`config.mk`:
```
export PLATFORM = sky130hd
export DESIGN_NAME = sigma_delta_adc_ctrl
export DESIGN_NICKNAME = d
export VERILOG_FILES = /design/src/rtl/sigma_delta_pkg.sv /design/src/rtl/sigma_delta_sample_fifo.sv /design/src/rtl/sigma_delta_adc_ctrl.sv
export SDC_FILE = /design/constraint.sdc
export NUM_CORES = 1
export LEC_CHECK = 0
export BUFFER_PORTS_ARGS = -buffer_cell sky130_fd_sc_hd__buf_2
export CELL_PAD_IN_SITES_DETAIL_PLACEMENT = 0
export CELL_PAD_IN_SITES_GLOBAL_PLACEMENT = 1
export CORE_ASPECT_RATIO = 0.8
export CORE_MARGIN = 4
export CORE_UTILIZATION = 30
export DETAILED_ROUTE_END_ITERATION = 16
export PLACE_DENSITY_LB_ADDON = 0.1
export SETUP_SLACK_MARGIN = 0.4
export SKIP_CTS_REPAIR_TIMING = 1
export SLEW_MARGIN = 10
export SYNTH_ARGS = -nofsm -noshare
export SYNTH_HDL_FRONTEND = slang
export SYNTH_SLANG_ARGS = --single-unit
```
`constraint.sdc`:
```
create_clock -name clk -period 2.9 [get_ports clk]
set_input_delay 0.29 -clock clk [delete_from_list [all_inputs] [get_ports clk]]
set_output_delay 0.29 -clock clk [all_outputs]
set_load 0.01 [all_outputs]
```
`src/rtl/sigma_delta_pkg.sv`:
```
// Shared types and default constants for the sigma-delta ADC controller.
package sigma_delta_pkg;

  typedef enum logic [1:0] {
    ST_IDLE,
    ST_SETTLE,
    ST_RUN,
    ST_FLUSH
  } adc_ctrl_state_t;

  localparam int DEF_OVERSAMPLE_RATE = 256;
  localparam int DEF_ADC_BITLEN      = 24;
  localparam int DEF_SETTLE_SAMPLES  = 2;
  localparam int DEF_FIFO_DEPTH      = 4;

  // The decimation counter and busy flag only advance in these two states.
  function automatic logic is_active(input adc_ctrl_state_t s);
    return (s == ST_SETTLE) || (s == ST_RUN);
  endfunction

endpackage

```
`src/rtl/sigma_delta_sample_fifo.sv`:
```
// Sample buffer with a registered head word; pointers carry one extra wrap bit
// so full/empty come from comparing the pointer MSBs.
module sigma_delta_sample_fifo #(
  parameter int WIDTH = 24,
  parameter int DEPTH = 4
) (
  input  logic             clk,
  input  logic             rst,
  input  logic             push,
  input  logic [WIDTH-1:0] push_data,
  input  logic             pop,
  input  logic             flush,
  output logic [WIDTH-1:0] head_data,
  output logic             full,
  output logic             empty
);

  localparam int AW = $clog2(DEPTH);

  logic [WIDTH-1:0] mem [DEPTH];
  logic [AW:0]      wr_ptr, rd_ptr, wr_next, rd_next;
  logic             push_ok, pop_ok;

  assign empty   = (wr_ptr == rd_ptr);
  assign full    = (wr_ptr[AW] != rd_ptr[AW]) && (wr_ptr[AW-1:0] == rd_ptr[AW-1:0]);
  assign pop_ok  = pop && !empty;
  assign push_ok = push && (!full || pop_ok);
  assign wr_next = push_ok ? wr_ptr + 1'b1 : wr_ptr;
  assign rd_next = pop_ok ? rd_ptr + 1'b1 : rd_ptr;

  // NOTE: storage is deliberately not reset; only pointers and head_data define visible state.
  always_ff @(posedge clk) begin
    if (push_ok) mem[wr_ptr[AW-1:0]] <= push_data;
  end

  always_ff @(posedge clk or posedge rst) begin
    if (rst) begin
      wr_ptr    <= '0;
      rd_ptr    <= '0;
      head_data <= '0;
    end else if (flush) begin
      wr_ptr <= '0;
      rd_ptr <= '0;
    end else begin
      wr_ptr <= wr_next;
      rd_ptr <= rd_next;
      // The new head may be the word being written this cycle, so bypass it.
      if (wr_next != rd_next)
        head_data <= (push_ok && (wr_ptr[AW-1:0] == rd_next[AW-1:0]))
                     ? push_data : mem[rd_next[AW-1:0]];
    end
  end

endmodule

```
`src/rtl/sigma_delta_adc_ctrl.sv`:
```
// Sigma-delta ADC controller: decimation tick, settle discard and output buffer.
// Optional drop counter port enabled by macro SIGMA_DELTA_ADC_CTRL_DROP_CNT_EN.
module sigma_delta_adc_ctrl
  import sigma_delta_pkg::*;
#(
  parameter int OVERSAMPLE_RATE = DEF_OVERSAMPLE_RATE,
  parameter int ADC_BITLEN      = DEF_ADC_BITLEN,
  parameter int SETTLE_SAMPLES  = DEF_SETTLE_SAMPLES,
  parameter int FIFO_DEPTH      = DEF_FIFO_DEPTH
) (
  input  logic                  clk,
  input  logic                  rst,
  input  logic                  enable,
  output logic                  decim_strobe,
  input  logic                  cic_valid,
  input  logic [ADC_BITLEN-1:0] cic_data,
  output logic                  out_valid,
  input  logic                  out_ready,
  output logic [ADC_BITLEN-1:0] out_data,
  output logic                  overrun,
  input  logic                  overrun_clr,
  output logic                  busy
`ifdef SIGMA_DELTA_ADC_CTRL_DROP_CNT_EN
  , output logic [15:0]         drop_count
`endif
);

  localparam int              CW          = $clog2(OVERSAMPLE_RATE);
  localparam logic [CW-1:0]   CNT_MAX     = CW'(OVERSAMPLE_RATE - 1);
  localparam logic [3:0]      SETTLE_LAST = 4'(SETTLE_SAMPLES - 1);
  localparam bit              SKIP_SETTLE = (SETTLE_SAMPLES == 0);

  adc_ctrl_state_t state, state_next;
  logic [CW-1:0]   dcnt, dcnt_next;
  logic [3:0]      discard_cnt;
  logic            push, flush, drop, fifo_full, fifo_empty;

  assign push      = (state == ST_RUN) && cic_valid;
  assign flush     = (state == ST_FLUSH);
  assign drop      = push && fifo_full && !out_ready;
  assign out_valid = !fifo_empty;

  // NOTE: every always_comb output gets a default first so no latch is inferred.
  always_comb begin
    state_next = state;
    unique case (state)
      ST_IDLE:   if (enable) state_next = SKIP_SETTLE ? ST_RUN : ST_SETTLE;
      ST_SETTLE: if (!enable) state_next = ST_FLUSH;
                 else if (cic_valid && (discard_cnt == SETTLE_LAST)) state_next = ST_RUN;
      ST_RUN:    if (!enable) state_next = ST_FLUSH;
      ST_FLUSH:  state_next = ST_IDLE;
      default:   state_next = ST_IDLE;
    endcase
  end

  always_comb begin
    dcnt_next = '0;
    if (is_active(state) && is_active(state_next))
      dcnt_next = (dcnt == CNT_MAX) ? '0 : dcnt + 1'b1;
  end

  always_ff @(posedge clk or posedge rst) begin
    if (rst) begin
      state        <= ST_IDLE;
      dcnt         <= '0;
      discard_cnt  <= '0;
      decim_strobe <= 1'b0;
      busy         <= 1'b0;
      overrun      <= 1'b0;
    end else begin
      state        <= state_next;
      dcnt         <= dcnt_next;
      decim_strobe <= is_active(state_next) && (dcnt_next == CNT_MAX);
      busy         <= is_active(state_next);
      if (state_next != ST_SETTLE)
        discard_cnt <= '0;
      else if ((state == ST_SETTLE) && cic_valid)
        discard_cnt <= discard_cnt + 1'b1;
      // A drop in the same cycle as a clear keeps the flag set.
      if (drop)
        overrun <= 1'b1;
      else if (overrun_clr)
        overrun <= 1'b0;
    end
  end

`ifdef SIGMA_DELTA_ADC_CTRL_DROP_CNT_EN
  always_ff @(posedge clk or posedge rst) begin
    if (rst)
      drop_count <= '0;
    else if (overrun_clr)
      drop_count <= drop ? 16'd1 : 16'd0;
    else if (drop && (drop_count != 16'hFFFF))
      drop_count <= drop_count + 16'd1;
  end
`endif

  sigma_delta_sample_fifo #(
    .WIDTH (ADC_BITLEN),
    .DEPTH (FIFO_DEPTH)
  ) u_fifo (
    .clk       (clk),
    .rst       (rst),
    .push      (push),
    .push_data (cic_data),
    .pop       (out_ready),
    .flush     (flush),
    .head_data (out_data),
    .full      (fifo_full),
    .empty     (fifo_empty)
  );

endmodule

```
Yosys cells after proc, flatten, opt, wreduce, memory -nomap -nowiden
Memories as Yosys holds them, arrays and structs flattened. A register that Yosys moved wholly into a read port is not among the register bits.
Cells that the tools add are included.
- $add $sub $neg: 4
- equality and inequality tests: 13
- muxes and demuxes: 17
- bitwise gates (word level): 1
- reduce and logical (&&, ||, !) cells: 20
- operators by type and width (kind ; number):
    == test 8 bit, second input constant ; 2
    two-way mux 8 bit ; 2
    two-way mux 3 bit ; 4
    logical AND 1 bit ; 10
    adder 8 x 1 -> 8 bit, second input constant ; 1
    two-way mux 2 bit ; 4
    two-way mux 4 bit ; 2
    one-hot mux 2 bit (4 select lines) ; 1
    adder 3 x 1 -> 3 bit, second input constant ; 2
    == test 2 bit, second input constant ; 3
    adder 4 x 1 -> 4 bit, second input constant ; 1
    == test 2 x 1 -> 1 bit, second input constant ; 2
    == test 4 x 1 -> 1 bit, second input constant ; 1
    two-way mux 1 bit ; 4
    nonzero test 2 bit ; 2
    == test 3 bit ; 1
    zero test 1 bit ; 3
    logical OR 1 bit ; 3
    != test 3 bit ; 1
    == test 2 bit ; 1
    zero test 2 bit ; 1
    != test 2 x 1 -> 1 bit, second input constant ; 1
    AND reduction 2 bit ; 1
    != test 1 bit ; 1
    inverter 1 bit ; 1
- flip-flop bits (word level): 23
- memory bits (writable): 96
- bits of input ports: 30
- output and inout port bits: 28
- memories: 1
- memories (memory ; words ; width ; rd ports ; clocked after memory_dff ; write ports ; line ; source):
    u_fifo.mem ; 4 ; 24 ; 1 ; 1 ; 1 ; sigma_delta_sample_fifo.sv:20 ; logic [WIDTH-1:0] mem [DEPTH];

Depth between registers and ports, before layout
Gate-level depths: netlist (run 1).
- depth in word-level cells: 11
- depth in mapped cells: 14
- mapped depth without buffers: 14

Cells and area by module
From an unflattened synthesis (run 1), not the netlist that was laid out.
- cells, all modules: 628
- area total of the unflattened synthesis: 7324.5 µm²
- by module, submodules not included (module ; times used ; cells each ; area an instance (µm²) ; seq. area each (µm²)):
    sigma_delta_sample_fifo ; 1 ; 539 ; 6414.9 ; 3633.5
    sigma_delta_adc_ctrl ; 1 ; 89 ; 909.6 ; 425.4

Least setup slack after synthesis (run 1)
Ideal clock, no wire load.
- kind: reg-to-reg
- start point: reg state[0]
- end point: reg u_fifo.head_data[0], read port of u_fifo.mem
- setup time: 0.122 ns
- arrival: 2.150 ns
- slack: 0.628 ns
- stages on the path, launching flop included: 11
- buffers on the path: 2
- period minus slack after synthesis: 2.272 ns
- cells stage by stage: dfrtp_1 > inv_1 > ha_1 > nand2_1 > a41oi_2 > mux2i_1 > xor2_1 > or2_1 > buf_6 > buf_8 > a32o_1
- cells in the longest elaborated chain, start to end: 6
- elaborated cells on any way between the ends: 8
- ends and longest elaborated chain (item ; line ; source):
    start, declared ; sigma_delta_adc_ctrl.sv:33 ; adc_ctrl_state_t state, state_next;
    start signal, assigned ; sigma_delta_adc_ctrl.sv:71 ; state <= state_next;
    == test 2 bit ; sigma_delta_adc_ctrl.sv:38 ; assign push = (state == ST_RUN) && cic_valid;
    logical AND 1 bit ; sigma_delta_adc_ctrl.sv:38 ;
    logical AND 1 bit ; sigma_delta_sample_fifo.sv:27 ; assign push_ok = push && (!full || pop_ok);
    two-way mux 3 bit ; sigma_delta_sample_fifo.sv:28 ; assign wr_next = push_ok ? wr_ptr + 1'b1 : wr_ptr;
    != test 3 bit ; sigma_delta_sample_fifo.sv:48 ; if (wr_next != rd_next)
    AND reduction 2 bit (no source line) (*) ; n/a ;
    end, declared ; sigma_delta_sample_fifo.sv:13 ; output logic [WIDTH-1:0] head_data,
Mark *: on every way between the ends. The rest lies on a longest branch, timed or not.
A chain may end at the register's enable or synchronous reset.

Final worst setup path (run 1)
- start point: reg u_fifo.rd_ptr[2]
- end point: reg u_fifo.head_data[0], read port of u_fifo.mem
- cells in the longest elaborated chain, start to end: 8
- elaborated cells on any way between the ends: 13
- ends and longest elaborated chain (item ; line ; source):
    start, declared ; sigma_delta_sample_fifo.sv:21 ; logic [AW:0] wr_ptr, rd_ptr, wr_next, rd_next;
    start signal, assigned ; sigma_delta_sample_fifo.sv:46 ; rd_ptr <= rd_next;
    == test 3 bit or != test 1 bit (tied branches) ; sigma_delta_sample_fifo.sv:24, sigma_delta_sample_fifo.sv:25 ;
    zero test 1 bit or logical AND 1 bit (tied branches) ; sigma_delta_sample_fifo.sv:26, sigma_delta_sample_fifo.sv:25 ;
    logical AND 1 bit or zero test 1 bit (tied branches) ; sigma_delta_sample_fifo.sv:26, sigma_delta_sample_fifo.sv:27 ;
    logical OR 1 bit ; sigma_delta_sample_fifo.sv:27 ;
    logical AND 1 bit ; sigma_delta_sample_fifo.sv:27 ;
    two-way mux 3 bit ; sigma_delta_sample_fifo.sv:28 ;
    != test 3 bit ; sigma_delta_sample_fifo.sv:48 ;
    AND reduction 2 bit (no source line) ; n/a ;
Parallel ways exist; a longest one is shown, timed or not.

==> summary.txt, run 1 <==
Critical Path RT = 3200 ps
Worst VDD drop = 0.000480 V
die area = 23300 µm²
vias in the first global route = 4106
DR iter-0 viols = 237
DP Worst Slack = 332 ps
top_reg_cell synth = edfxtp_1
Final setup viols = 0
Core Box Area = 20600 µm²
CP Launch Type = flop
Setup WS post-layout = 441 ps
# Max-Cap Violations = 0
routed vias/inst = 4.77
Die W = 170 µm
clk sinks = 143
RePlAce Congestion = 0.745
Yosys reg bits = 143
Detailed Place HPWL = 9590 µm
first-pass GRT wire length = 23700 µm
Port Buf Inserts = 57
Die Y = 137 µm
Least-Margin Pin Slew = 470 ps
Worst slew margin = 68.4%
htree depth = 4
total vias in the final route = 3948
syn_area_per_cell = 13.6 µm²
Cell Rows = 47
Tmin final = 2460 ps
DRC errors left = 0
diode count = 0
ANT nets after route = 0
static leakage = 0.00309 µW
Max Freq = 407 MHz
synthesized area = 6280 µm²
Pins Over Slew Limit = 0
grt peak-use layer = met2
total negative slack = 0 ps
share of layout cells above drive strength 1 = 27.4%
YS warnings = 0
P&R area growth vs syn = 25.0%
critical path peak fanout = 16
Worst Hold Class = in2reg
total I/O pin count = 58
Starting Density = 30.4%
clk_lat worst skew = 420 ps
syn nets = 504
clk_skew = 7.28 ps
CTS buffer count = 17
GR Layer Usage met1 = 19.0%
sequential area share after synthesis = 64.7%
EDFF count, synth = 96
Reg2Reg Setup Slack = 440 ps
WL/cell = 18.6 µm
PwrDens = 1220 nW/µm²
Worst Setup End Kind = flop
kind of critical path = reg2reg
met2 Use GR = 20.6%
period utilization = 84.8%
pin count of the biggest net entering global routing = 38
final wirelength = 15400 µm
Worst Path Arrival = 2760 ps
initial antenna violation count = 0
CTS tree = built
Final Net Count = 589
CTS max path bufs = 2
library cells used by synthesis = 49
clock root buffer = clkbuf_16
Clock transition at path regs = 60 ps
asr flop ratio synth = 32.9%
First-pass DRT Iterations = 4
Mapped Cells = 460
RSZ-0062 raised after global routing = yes
final hold violation count = 0
gr usage total = 13.5%
met3 Use GR = 3.61%
GRT Residual Overflow = 0
status = complete, no violations
==> cells in the final DEF, fill, tap and decap left out, types with 5 or more instances in the layout <==
cell type and count:
a21oi_1 6, a22oi_1 23, a32o_1 24, buf_12 5, buf_2 57, buf_4 23, clkbuf_16 18, dfrtp_1 41
dfrtp_2 6, edfxtp_1 96, ha_1 13, inv_1 10, mux2i_1 48, nand2_1 17, nand3_1 6, nor2_1 69
nor3_1 8, xnor2_1 7, xor2_1 6
==> per-layer routing <==
metal  part of all wire [%]  wire length [µm]
met5                      0                 0
met4                    1.0               158
met3                    3.8               580
met2                     45              6970
met1                     50              7700
==> flip-flops by register name, summed over array words and instances (netlist names) <==
register          cells
busy                  1
u_fifo.rd_ptr         3
u_fifo.mem           96
decim_strobe          1
u_fifo.head_data     24
u_fifo.wr_ptr         3
dcnt                  8
overrun               1
state                 2
discard_cnt           4
==> per-stage QoR <==
stage	std cells	total power (µW)	hold slack, ps	cell area (µm²)	util (%)
after floorplan	460	5730	389	6280	-
after global placement	782	6890	336	6980	33.8
after detailed placement	782	6970	341	6980	33.8
after CTS	814	9280	-115	7600	36.8
after global routing	827	10200	58.5	7850	38.0
final	827	9570	64.1	7850	38.0
==> report_power, final <==
group	internal (µW)	total, µW	switching [µW]	leakage [µW]
sequential	2550	2800	255	0.00146
combinational	2010	4470	2460	0.00134
clock	1440	2290	854	0.000300
==> Yosys cell counts, types with 2 or more instances <==
| cell | instances | share of area (%) |
|---|---|---|
| a21oi_1 | 8 | 0.64 |
| a22oi_1 | 23 | 2.8 |
| a31oi_1 | 2 | 0.20 |
| a32o_1 | 24 | 3.8 |
| a32oi_1 | 2 | 0.28 |
| and2_1 | 4 | 0.40 |
| and2_2 | 4 | 0.48 |
| buf_2 | 10 | 0.80 |
| buf_4 | 2 | 0.24 |
| buf_8 | 2 | 0.48 |
| clkbuf_1 | 9 | 0.54 |
| dfrtp_1 | 47 | 19 |
| edfxtp_1 | 96 | 46 |
| ha_1 | 14 | 2.8 |
| inv_1 | 12 | 0.72 |
| mux2i_1 | 49 | 7.8 |
| nand2_1 | 19 | 1.1 |
| nand3_1 | 7 | 0.56 |
| nor2_1 | 70 | 4.2 |
| nor3_1 | 8 | 0.64 |
| o211ai_1 | 2 | 0.24 |
| o21ai_0 | 3 | 0.24 |
| or3_1 | 2 | 0.20 |
| xnor2_1 | 9 | 1.3 |
| xnor2_2 | 2 | 0.52 |
| xor2_1 | 6 | 0.84 |
| xor2_2 | 2 | 0.52 |
==> worst max-delay path, stage by stage (launching register included) <==
cell and delay, ps:
dfrtp_2 490, xnor2_4 200, buf_4 160, or3_1 340, a21oi_1 200, o32ai_2 120
buf_4 150, or2_1 250, buf_6 180, a32o_1 240
==> path summary, 6_finish.rpt <==
path	startpoint	depth (start not counted)	endpoint
worst max-delay path	u_fifo.rd_ptr[2]	9	u_fifo.head_data[0]
worst min-delay path	overrun_clr	2	overrun
worst max register to register	u_fifo.rd_ptr[2]	9	u_fifo.head_data[0]
worst min register to register	u_fifo.head_data[18]	1	u_fifo.head_data[18]
max in group asynchronous	rst	4	u_fifo.rd_ptr[1]
min in group asynchronous	rst	3	dcnt[2]
==> cell type report <==
type,count,area [µm²]
timing repair buffer,90,627
multi-input combinational,281,2150
fill,1921,12800
clock buffer,18,429
clock inverter,14,190
sequential,143,4070
tap,269,337
inverter,12,45.0
==> logic make-up (layout without fill, tap and decap cells) <==
kind of cell / after synthesis / count (layout) / synth area share [%]
simple gates: 119 / 119 / 8.17
compound gates: 80 / 80 / 10.5
buf+inv: 36 / 134 / 2.95
flops: 143 / 143 / 64.7
mux: 49 / 49 / 7.81
fa+ha+maj: 14 / 14 / 2.79
xor+xnor: 19 / 19 / 3.13
(Power assumes the default switching activity.)
==> run 2, diff against run 1 <==
==> constraint.sdc (replaced) <==
create_clock -name clk -period 2.3 [get_ports clk]
set_input_delay 0.23 -clock clk [delete_from_list [all_inputs] [get_ports clk]]
set_output_delay 0.23 -clock clk [all_outputs]
set_load 0.01 [all_outputs]
==> run 2 against run 1 <==
Against the previous run: core utilization increased by 4.2 points; critical endpoint is now u_fifo.head_data[23]; maximum frequency rose by 7.7%; sequential power up 25%; largest power group unchanged; register-to-register slack got worse by 420 ps.
==> summary.txt, run 2 (synthesized netlist as in run 1, its figures left out) <==
status = complete, no violations
routed vias/inst = 4.89
diode count = 0
most frequent cells in the layout = 96 x edfxtp_1, 65 x nor2_1, 57 x buf_2
max reg flops = 96
First-pass DRT Iterations = 4
reg2reg path depth = 10
worst reg2reg path startpoint = u_fifo.rd_ptr[0]
Final Net Count = 642
Max Freq = 438 MHz
GR Layer Usage met1 = 18.7%
first-pass GRT wire length = 24000 µm
post-place instance area = 7310 µm²
PwrDens = 1650 nW/µm²
clk_skew = 11.4 ps
Detailed Place HPWL = 9600 µm
final std cells w/o fill = 880
initial antenna violation count = 1
vias in the first global route = 4212
ANT nets after route = 0
final hold violation count = 0
CTS max path bufs = 2
Worst slew margin = 62.5%
DR iter-0 viols = 268
Starting Density = 30.4%
final wirelength = 17700 µm
Core Box Area = 20600 µm²
Tmin final = 2280 ps
share of layout cells above drive strength 1 = 40.4%
Final setup viols = 0
grt peak-use layer = met2
Critical Path RT = 2610 ps
Design Area, Final = 8720 µm²
total vias in the final route = 4303
Pins Over Slew Limit = 0
Worst VDD drop = 0.000700 V
Reg2Reg Setup Slack = 20 ps
# Max-Cap Violations = 0
P&R area growth vs syn = 39.0%
static leakage = 0.00342 µW
beginning of the critical path = u_fifo.rd_ptr[0]
WL/cell = 20.1 µm
clock root buffer = clkbuf_16
CTS buffer count = 17
RSZ-0062 raised after global routing = yes
cell total after placement = 805
die area = 23300 µm²
met3 Use GR = 3.70%
Least-Margin Pin Slew = 562 ps
GRT Residual Overflow = 0
Setup crit end = u_fifo.head_data[23]
critical path peak fanout = 8
CTS tree = built
RePlAce Congestion = 0.778
htree depth = 4
Clock transition at path regs = 60 ps
Worst Hold Class = in2reg
Filler cells = 1888
hold_ws = 9.90 ps
Worst Setup End Kind = flop
kind of critical path = reg2reg
total I/O pin count = 58
clk_lat worst skew = 420 ps
Cell Rows = 47
r2r endpoint = u_fifo.head_data[23]
Worst Path Arrival = 2590 ps
total negative slack = 0 ps
Die Y = 137 µm
pin count of the biggest net entering global routing = 25
Port Buf Inserts = 57
gr usage total = 13.7%
met2 Use GR = 22.0%
clk sinks = 143
commonest non-fill, non-tap cell in the layout = edfxtp_1
DRC errors left = 0
hold path depth = 2
CP Launch Type = flop
period utilization = 99.2%
Die W = 170 µm
run 2: layout make-up:
class	count	area, µm²	share of cell area (%)
Clock buffer	18	439	5.03
Clock inverter	14	130	1.49
Inverter	12	45.0	0.516
Multi-Input combinational cell	288	2520	28.9
Sequential cell	143	4070	46.6
Tap cell	269	337	3.86
Timing Repair Buffer	136	1180	13.6
run 2: routing by layer:
metal | routed length [µm] | vias to the layer above
met3 | 794 | 9
met5 | 0 | -
li1 | - | 2009
met4 | 100 | 0
met2 | 8250 | 99
met1 | 8550 | 2186
run 2: worst min-delay path by stage:
stage | from | to
after floorplan | cic_data[0] | u_fifo.mem[0][0]
final | overrun_clr | overrun
after global placement | rst | decim_strobe
after detailed placement | rst | busy
after CTS | rst | decim_strobe
after global routing | overrun_clr | overrun
run 2: power breakdown:
group | switching [µW] | internal (µW) | total [µW]
Sequential | 292 | 3210 | 3500
Clock | 1120 | 1530 | 2650
Combinational | 3930 | 4300 | 8230
Total | 5340 | 9040 | 14400
run 2: per-stage QoR:
stage | total power [µW] | setup slack, ps | utilization, %
floorplan | 7440 | 158 | -
global route | 15200 | -101 | 42.3
finish | 14400 | 17.3 | 42.3
detailed placement | 9620 | -39.3 | 35.4
CTS | 12300 | -70.2 | 38.2
global placement | 9560 | -36.8 | 35.4
run 2: worst max-delay path: stages, from the launching register on:
cell	delay (ps)
dfrtp_2	500
xnor2_4	190
buf_6	130
a31oi_4	180
xnor2_2	140
buf_4	140
buf_12	150
buf_12	150
mux2i_2	230
a211oi_2	100
a32o_1	250
